$ cat src/rtl/menu_nav_pkg.sv
// Shared types and constants for the ATM menu navigation controller.
// Item indices match the order of the instruction scrollers.
package menu_nav_pkg;

    typedef enum logic [1:0] {
        BROWSE = 2'd0,
        LAUNCH = 2'd1,
        ACTIVE = 2'd2
    } state_t;

    localparam int IDX_BALANCE   = 0;
    localparam int IDX_WITHDRAW  = 1;
    localparam int IDX_CURRENCY  = 2;
    localparam int IDX_TRANSFER  = 3;
    localparam int DEF_NUM_ITEMS = 4;

endpackage

$ cat src/rtl/menu_nav_if.sv
// Button inputs, selection outputs and transaction handshake of the menu.
// The master side is the controller; the slave side is its environment.
interface menu_nav_if
    import menu_nav_pkg::*;
#(
    parameter int NUM_ITEMS = DEF_NUM_ITEMS,
    parameter int IDX_W     = 2
);
    logic                 btn_up;
    logic                 btn_down;
    logic                 btn_sel;
    logic                 btn_back;
    logic                 op_done;
    logic [IDX_W-1:0]     sel_idx;
    logic [NUM_ITEMS-1:0] item_rst;
    logic                 op_start;
    logic                 op_abort;
    logic                 busy;

    modport master (
        input  btn_up, btn_down, btn_sel, btn_back, op_done,
        output sel_idx, item_rst, op_start, op_abort, busy
    );

    modport slave (
        output btn_up, btn_down, btn_sel, btn_back, op_done,
        input  sel_idx, item_rst, op_start, op_abort, busy
    );
endinterface

$ cat src/rtl/menu_nav_ctrl_btn.sv
// Push-button conditioner: 2-flop synchroniser, debounce counter and
// a single-cycle pulse on each accepted press.
module btn_conditioner #(
    parameter int DEBOUNCE_CYCLES = 1000000
) (
    input  logic clk,
    input  logic rst,
    input  logic btn_i,
    output logic pulse_o
);
    localparam int CNT_W = (DEBOUNCE_CYCLES > 1) ? $clog2(DEBOUNCE_CYCLES) : 1;
    localparam logic [CNT_W-1:0] CNT_LAST = CNT_W'(DEBOUNCE_CYCLES - 1);

    logic             s1_q, s2_q;
    logic             lvl_q, lvl_d;
    logic             prev_q, rise_q, pulse_q;
    logic [CNT_W-1:0] cnt_q, cnt_d;

    always_comb begin
        lvl_d = lvl_q;
        cnt_d = '0;
        if (s2_q != lvl_q) begin
            if (cnt_q == CNT_LAST) begin
                lvl_d = ~lvl_q;
            end else begin
                cnt_d = cnt_q + CNT_W'(1);
            end
        end
    end

    // Edge flag plus output stage keeps the pulse fully registered.
    always_ff @(posedge clk or posedge rst) begin
        if (rst) begin
            s1_q    <= 1'b0;
            s2_q    <= 1'b0;
            lvl_q   <= 1'b0;
            cnt_q   <= '0;
            prev_q  <= 1'b0;
            rise_q  <= 1'b0;
            pulse_q <= 1'b0;
        end else begin
            s1_q    <= btn_i;
            s2_q    <= s1_q;
            lvl_q   <= lvl_d;
            cnt_q   <= cnt_d;
            prev_q  <= lvl_q;
            rise_q  <= lvl_q & ~prev_q;
            pulse_q <= rise_q;
        end
    end

    assign pulse_o = pulse_q;
endmodule

$ cat src/rtl/menu_nav_ctrl.sv
// Menu selection FSM: index with wrap-around, idle return to the first
// item, per-item scroller resets and the start/done/abort handshake.
module menu_nav_ctrl
    import menu_nav_pkg::*;
#(
    parameter int              NUM_ITEMS       = DEF_NUM_ITEMS,
    parameter int              IDX_W           = 2,
    parameter int              DEBOUNCE_CYCLES = 1000000,
    parameter longint unsigned IDLE_CYCLES     = 64'd3000000000
) (
    input logic        clk,
    input logic        rst,
    menu_nav_if.master bus
);
    localparam bit IDLE_EN = (IDLE_CYCLES != 0);
    localparam int IDLE_W  = (IDLE_CYCLES > 1) ? $clog2(IDLE_CYCLES) : 1;
    localparam logic [IDLE_W-1:0]    IDLE_LAST = IDLE_W'(IDLE_CYCLES - 1);
    localparam logic [IDX_W-1:0]     IDX_LAST  = IDX_W'(NUM_ITEMS - 1);
    localparam logic [IDX_W-1:0]     IDX_HOME  = IDX_W'(IDX_BALANCE);
    localparam logic [NUM_ITEMS-1:0] IRST_RST  = ~(NUM_ITEMS'(1) << IDX_HOME);

    state_t                state_q, state_d;
    logic [IDX_W-1:0]      sel_q, sel_d;
    logic [IDLE_W-1:0]     idle_q, idle_d;
    logic [NUM_ITEMS-1:0]  irst_q, irst_d;
    logic up_p, dn_p, sel_p, back_p, any_p;
    logic op_start, op_abort, busy;

    btn_conditioner #(.DEBOUNCE_CYCLES(DEBOUNCE_CYCLES)) u_up (
        .clk(clk), .rst(rst), .btn_i(bus.btn_up), .pulse_o(up_p));
    btn_conditioner #(.DEBOUNCE_CYCLES(DEBOUNCE_CYCLES)) u_dn (
        .clk(clk), .rst(rst), .btn_i(bus.btn_down), .pulse_o(dn_p));
    btn_conditioner #(.DEBOUNCE_CYCLES(DEBOUNCE_CYCLES)) u_sel (
        .clk(clk), .rst(rst), .btn_i(bus.btn_sel), .pulse_o(sel_p));
    btn_conditioner #(.DEBOUNCE_CYCLES(DEBOUNCE_CYCLES)) u_back (
        .clk(clk), .rst(rst), .btn_i(bus.btn_back), .pulse_o(back_p));

    assign any_p  = up_p | dn_p | sel_p | back_p;
    assign irst_d = ~(NUM_ITEMS'(1) << sel_q);

    always_ff @(posedge clk or posedge rst) begin
        if (rst) begin
            state_q <= BROWSE;
            sel_q   <= IDX_HOME;
            idle_q  <= '0;
            irst_q  <= IRST_RST;
        end else begin
            state_q <= state_d;
            sel_q   <= sel_d;
            idle_q  <= idle_d;
            irst_q  <= irst_d;
        end
    end

    always_comb begin
        state_d = state_q;
        sel_d   = sel_q;
        idle_d  = '0;
        unique case (state_q)
            BROWSE: begin
                if (!any_p && IDLE_EN) begin
                    if (idle_q == IDLE_LAST) begin
                        sel_d = IDX_HOME;
                    end else begin
                        idle_d = idle_q + IDLE_W'(1);
                    end
                end
                if (sel_p) begin
                    state_d = LAUNCH;
                end else if (up_p && !dn_p) begin
                    sel_d = (sel_q == '0) ? IDX_LAST : sel_q - IDX_W'(1);
                end else if (dn_p && !up_p) begin
                    sel_d = (sel_q == IDX_LAST) ? '0 : sel_q + IDX_W'(1);
                end
            end
            LAUNCH: state_d = ACTIVE;
            ACTIVE: begin
                if (bus.op_done || back_p) state_d = BROWSE;
            end
            default: state_d = BROWSE;
        endcase
    end

    // Abort is suppressed when the transaction finishes in the same cycle.
    always_comb begin
        op_start = 1'b0;
        op_abort = 1'b0;
        busy     = 1'b0;
        unique case (state_q)
            BROWSE: ;
            LAUNCH: begin
                op_start = 1'b1;
                busy     = 1'b1;
            end
            ACTIVE: begin
                busy     = 1'b1;
                op_abort = back_p & ~bus.op_done;
            end
            default: ;
        endcase
    end

    assign bus.sel_idx  = sel_q;
    assign bus.item_rst = irst_q;
    assign bus.op_start = op_start;
    assign bus.op_abort = op_abort;
    assign bus.busy     = busy;
endmodule
$ cat src/flat_wrapper.sv
// flat-port wrapper written by rule: the top's interface ports become plain ports
module menu_nav_ctrl_flat import menu_nav_pkg::*;
#(
    parameter int              NUM_ITEMS       = DEF_NUM_ITEMS,
    parameter int              IDX_W           = 2,
    parameter int              DEBOUNCE_CYCLES = 1000000,
    parameter longint unsigned IDLE_CYCLES     = 64'd3000000000
)
  (clk, rst, bus_btn_up, bus_btn_down, bus_btn_sel, bus_btn_back, bus_op_done, bus_sel_idx, bus_item_rst, bus_op_start, bus_op_abort, bus_busy);
  menu_nav_if #(.NUM_ITEMS(NUM_ITEMS), .IDX_W(IDX_W)) bus_i ();
  input logic clk;
  input logic rst;
  input wire logic [$bits(bus_i.btn_up)-1:0] bus_btn_up;
  input wire logic [$bits(bus_i.btn_down)-1:0] bus_btn_down;
  input wire logic [$bits(bus_i.btn_sel)-1:0] bus_btn_sel;
  input wire logic [$bits(bus_i.btn_back)-1:0] bus_btn_back;
  input wire logic [$bits(bus_i.op_done)-1:0] bus_op_done;
  output wire logic [$bits(bus_i.sel_idx)-1:0] bus_sel_idx;
  output wire logic [$bits(bus_i.item_rst)-1:0] bus_item_rst;
  output wire logic [$bits(bus_i.op_start)-1:0] bus_op_start;
  output wire logic [$bits(bus_i.op_abort)-1:0] bus_op_abort;
  output wire logic [$bits(bus_i.busy)-1:0] bus_busy;
  assign bus_i.btn_up = bus_btn_up;
  assign bus_i.btn_down = bus_btn_down;
  assign bus_i.btn_sel = bus_btn_sel;
  assign bus_i.btn_back = bus_btn_back;
  assign bus_i.op_done = bus_op_done;
  assign bus_sel_idx = bus_i.sel_idx;
  assign bus_item_rst = bus_i.item_rst;
  assign bus_op_start = bus_i.op_start;
  assign bus_op_abort = bus_i.op_abort;
  assign bus_busy = bus_i.busy;
  menu_nav_ctrl #(.NUM_ITEMS(NUM_ITEMS), .IDX_W(IDX_W), .DEBOUNCE_CYCLES(DEBOUNCE_CYCLES), .IDLE_CYCLES(IDLE_CYCLES)) u_core (.clk(clk), .rst(rst), .bus(bus_i));
endmodule
$ cat config.mk
export PLATFORM = sky130hd
export DESIGN_NAME = menu_nav_ctrl_flat
export DESIGN_NICKNAME = d
export VERILOG_FILES = /design/src/rtl/menu_nav_pkg.sv /design/src/rtl/menu_nav_if.sv /design/src/rtl/menu_nav_ctrl_btn.sv /design/src/rtl/menu_nav_ctrl.sv /design/src/flat_wrapper.sv
export SDC_FILE = /design/constraint.sdc
export NUM_CORES = 1
export LEC_CHECK = 0
export BUFFER_PORTS_ARGS = -buffer_cell sky130_fd_sc_hd__buf_4
export CORE_UTILIZATION = 40
export DETAILED_ROUTE_END_ITERATION = 6
export SLEW_MARGIN = 20
export SYNTH_ARGS = -nofsm -noshare
export SYNTH_HDL_FRONTEND = slang
export SYNTH_SLANG_ARGS = --single-unit
$ cat constraint.sdc
create_clock -name clk -period 9.4 [get_ports clk]
set_input_delay 0.94 -clock clk [delete_from_list [all_inputs] [get_ports clk]]
set_output_delay 0.94 -clock clk [all_outputs]
set_load 0.05 [all_outputs]
==> metrics.md <==
| Metric | Value |
|---|---|
| Die ar. | `~17000 sq um` |
| Core footprint | `approximately 16000 sq um` |
| First-pass GRT wire length | `21.4 mm` |
| Crit-path leading delay family | `buffers and inverters` |
| Register area | `3610 sq um` |
| Die span in x | `131 um` |
| Initial antenna violation count | `0` |
| Synth Area in Adders | `2.25%` |
| Avg WL per Cell | `around 14 um` |
| Clock sink count | `144` |
| Main synth FF type | `dfrtp_1` |
| Num rows | `46` |
| Final GP Congestion | `0.793` |
| Hold Path Class | `flop to flop` |
| Cts repair resizes | `0` |
| Total CTS buffers | `17` |
| Met1 wire length | `5.94 mm` |
| Worst Path Max Fanout | `2` |
| I/O Pins | `16` |
| Die height | `131 um` |
| Synth Area in Compound Gates | `1.93%` |
| HP Start | `u_core.u_dn.s1_q$_DFF_PP0_` |
| CP cell instances | `buf_4, and3b_1, buf_4` |
| Outcome | `finished, final reports clean` |
| Fillers | `1476` |
| Max VDD drop | `0.129 mV` |
| Most common cell after layout, fill and taps aside | `dfrtp_1` |
| Most frequent cells in the layout | `141 x dfrtp_1, 123 x nor2_1, 61 x xor2_1` |
| Met3 wire length | `430 um` |
| Top layer in use | `met4` |
| Routed wire length | `~12 mm` |
| Ratio of final minimum period to clock period | `between 20% and 30%` |
| Worst-Margin Slew | `0.866 ns` |
| Root Buffer | `clkbuf_16` |
| Count of final max-slew check failures | `0` |
| Largest family of logic cells by synthesized area | `simple AND/OR/NAND/NOR gates` |
| Synthesis-to-layout area growth | `13.0%` |
| Critical path origin | `bus_op_done` |
| # port buffers | `15` |
| Startpoint types | `input pin` |
| Reg2reg setup slack | `7.19 ns` |
| Setup tns final | `0 ns` |
| Max Fclk | `0.421 GHz` |
| Post-synth EDFFs | `0` |
| Mapped cell area | `6680 sq um` |
| Distinct cells, synth | `46` |
| Vias | `4525` |
| Met2 wire length | `5.63 mm` |
| Diode count | `0` |
| Placed cell count | `866` |
| # H-tree levels | `4` |
| Post-synthesis instance total | `between 600 and 700` |
| RSZ-0062 raised after global routing | `false` |
| CP max-delay cell | `and3b_1` |
| Fin crit period | `approximately 2.4 ns` |
| Via-to-Cell Ratio | `5.04` |
| DRC violations left | `0` |
| CP max stage delay | `about 0.19 ns` |
| Max-cap violations | `0` |
| Seq cells post-synth | `144` |
| WP data required | `around 8.5 ns` |
| Post-Synth Simple-Gate Area | `25.1%` |
| CP Data Arrival Time | `roughly 1.4 ns` |
| CTS tree | `yes` |
| Vias in the first global route | `4594` |
| Gr usage total | `15.3%` |
| Largest net degree at the start of global routing | `86` |
| Postcts setup bufs | `0` |
| Clk pin slew, worst setup/hold paths | `0.06 ns` |
| Initial DRC Count | `305` |
| Initial core utilization | `41.5%` |
| R2r startpoint | `u_core.u_sel.cnt_q[0]$_DFF_PP0_` |
| Synth async-reset ratio | `100%` |
| Pwr Density | `between 150 and 200 nW/um^2` |
| Multi-input logic area | `about 2900 sq um` |
| Global route overflow | `0` |
| Final std cells w/o fill | `897` |
| Pre-antenna DRT Iters | `4` |
| HPWL after DPL | `8.12 mm` |
| Layout cells sized above 1 | `9.84%` |
| XOR/XNOR Fraction of Synth Area | `13.2%` |
| Synthesized Nets | `671` |
| # nets final | `688` |
| Max_slew headroom | `41.7%` |
| Synth warn | `0` |
| Setup violators final | `0` |
| Detail Route Antenna Nets | `0` |
| Crit end category | `output port` |
| Clk Latency, worst-skew pair | `approximately 0.41 ns` |
| Post-synthesis mux area share | `1.16%` |
| CP Buf/Inv Count | `2` |
| Setup Skew | `0.00865 ns` |
| Leak Pwr | `around 3.4 nW` |
| Sequential area share after synthesis | `between 50% and 60%` |
| Hold-fix buffers, CTS | `0` |
| Avg Cell Area, Syn | `between 10 and 15 sq um` |
| Setup CP Type | `input pin to output port` |
| Cell mode on critical path | `buf_4` |
| Fin. Hold Viols | `0` |
| Clock buffer depth | `2` |
-- stage by stage --
| step | hold slack (ns) | util (%) | area, sq um | total power, W | setup WS [ns] |
|---|---|---|---|---|---|
| floorplan | 0.331 | - | 6680 | 0.000663 | 4.60 |
| detailed placement | 0.347 | 43.4 | 7000 | 0.000673 | 6.94 |
| finish | 0.356 | 46.9 | 7550 | 0.00128 | 7.02 |
| global placement | 0.338 | 43.4 | 7000 | 0.000671 | 7.01 |
| global route | 0.358 | 46.9 | 7550 | 0.00134 | 6.92 |
| CTS | 0.357 | 46.8 | 7550 | 0.00130 | 7.02 |
-- power by group --
part / switching, W / internal [W] / total (W)
logic: 0.0000213 / 0.00000699 / 0.0000283
registers: 0.00000564 / 0.000626 / 0.000632
clock network: 0.000248 / 0.000374 / 0.000622
total: 0.000275 / 0.00101 / 0.00128
-- layout make-up --
cell class	instances	share of cell area [%]
sequential	144	47.8
tap	216	3.58
clock buffer	21	6.10
clock inverter	10	1.18
multi-input combinational	469	38.7
inverter	21	1.11
timing repair buffer	16	1.59
-- routing by layer --
layer / GRT usage, % / vias up
met5: 0 / -
met4: 6.01 / 0
met3: 4.05 / 9
met2: 23.7 / 77
met1: 20.5 / 2207
li1: - / 2232
-- state kept, by name (all words and copies together) (netlist names), 2 cells and up --
register / cells
u_core.bus.item_rst: 4
u_core.u_up.cnt_q: 20
u_core.state_q: 2
u_core.u_dn.cnt_q: 20
u_core.u_sel.cnt_q: 20
u_core.idle_q: 32
u_core.bus.sel_idx: 2
u_core.u_back.cnt_q: 20
-- logic make-up after synthesis --
family,Yosys count
compound gates,21
xor+xnor,101
fa+ha+maj,12
buf+inv,39
flops,144
mux,7
simple gates,328
-- final timing paths --
kind / end / depth (start not counted)
max in group asynchronous: u_core.u_sel.cnt_q[17]$_DFF_PP0_ / 3
max: bus_op_abort / 3
min in group asynchronous: u_core.u_sel.s1_q$_DFF_PP0_ / 2
min: u_core.u_dn.s2_q$_DFF_PP0_ / 0
max reg2reg: u_core.u_sel.cnt_q[9]$_DFF_PP0_ / 6
min reg2reg: u_core.u_dn.s2_q$_DFF_PP0_ / 0
-- Yosys cell counts (2+ instances only) --
master | n | area, sq um
inv_1 | 21 | 78.8
nand4b_1 | 3 | 26.3
nor2_1 | 123 | 462
nand2_1 | 38 | 143
nor3_1 | 8 | 40.0
buf_4 | 3 | 22.5
and4_1 | 12 | 105
nor4bb_1 | 2 | 20.0
dfstp_2 | 3 | 78.8
and3_1 | 22 | 138
nand4_1 | 22 | 138
dfrtp_1 | 141 | 3530
nor4_1 | 15 | 93.8
and2_1 | 3 | 18.8
mux2_2 | 6 | 67.6
clkbuf_1 | 13 | 48.8
xnor2_1 | 40 | 350
nand3_1 | 49 | 245
a21oi_1 | 8 | 40.0
nor4b_1 | 4 | 35.0
o311ai_0 | 2 | 17.5
o21ai_0 | 6 | 30.0
nor2b_1 | 6 | 37.5
or3_1 | 3 | 18.8
xor2_1 | 61 | 534
o21a_1 | 2 | 15.0
ha_1 | 12 | 150
or2_2 | 6 | 37.5
Note: power is estimated with default switching activity, not from simulation.
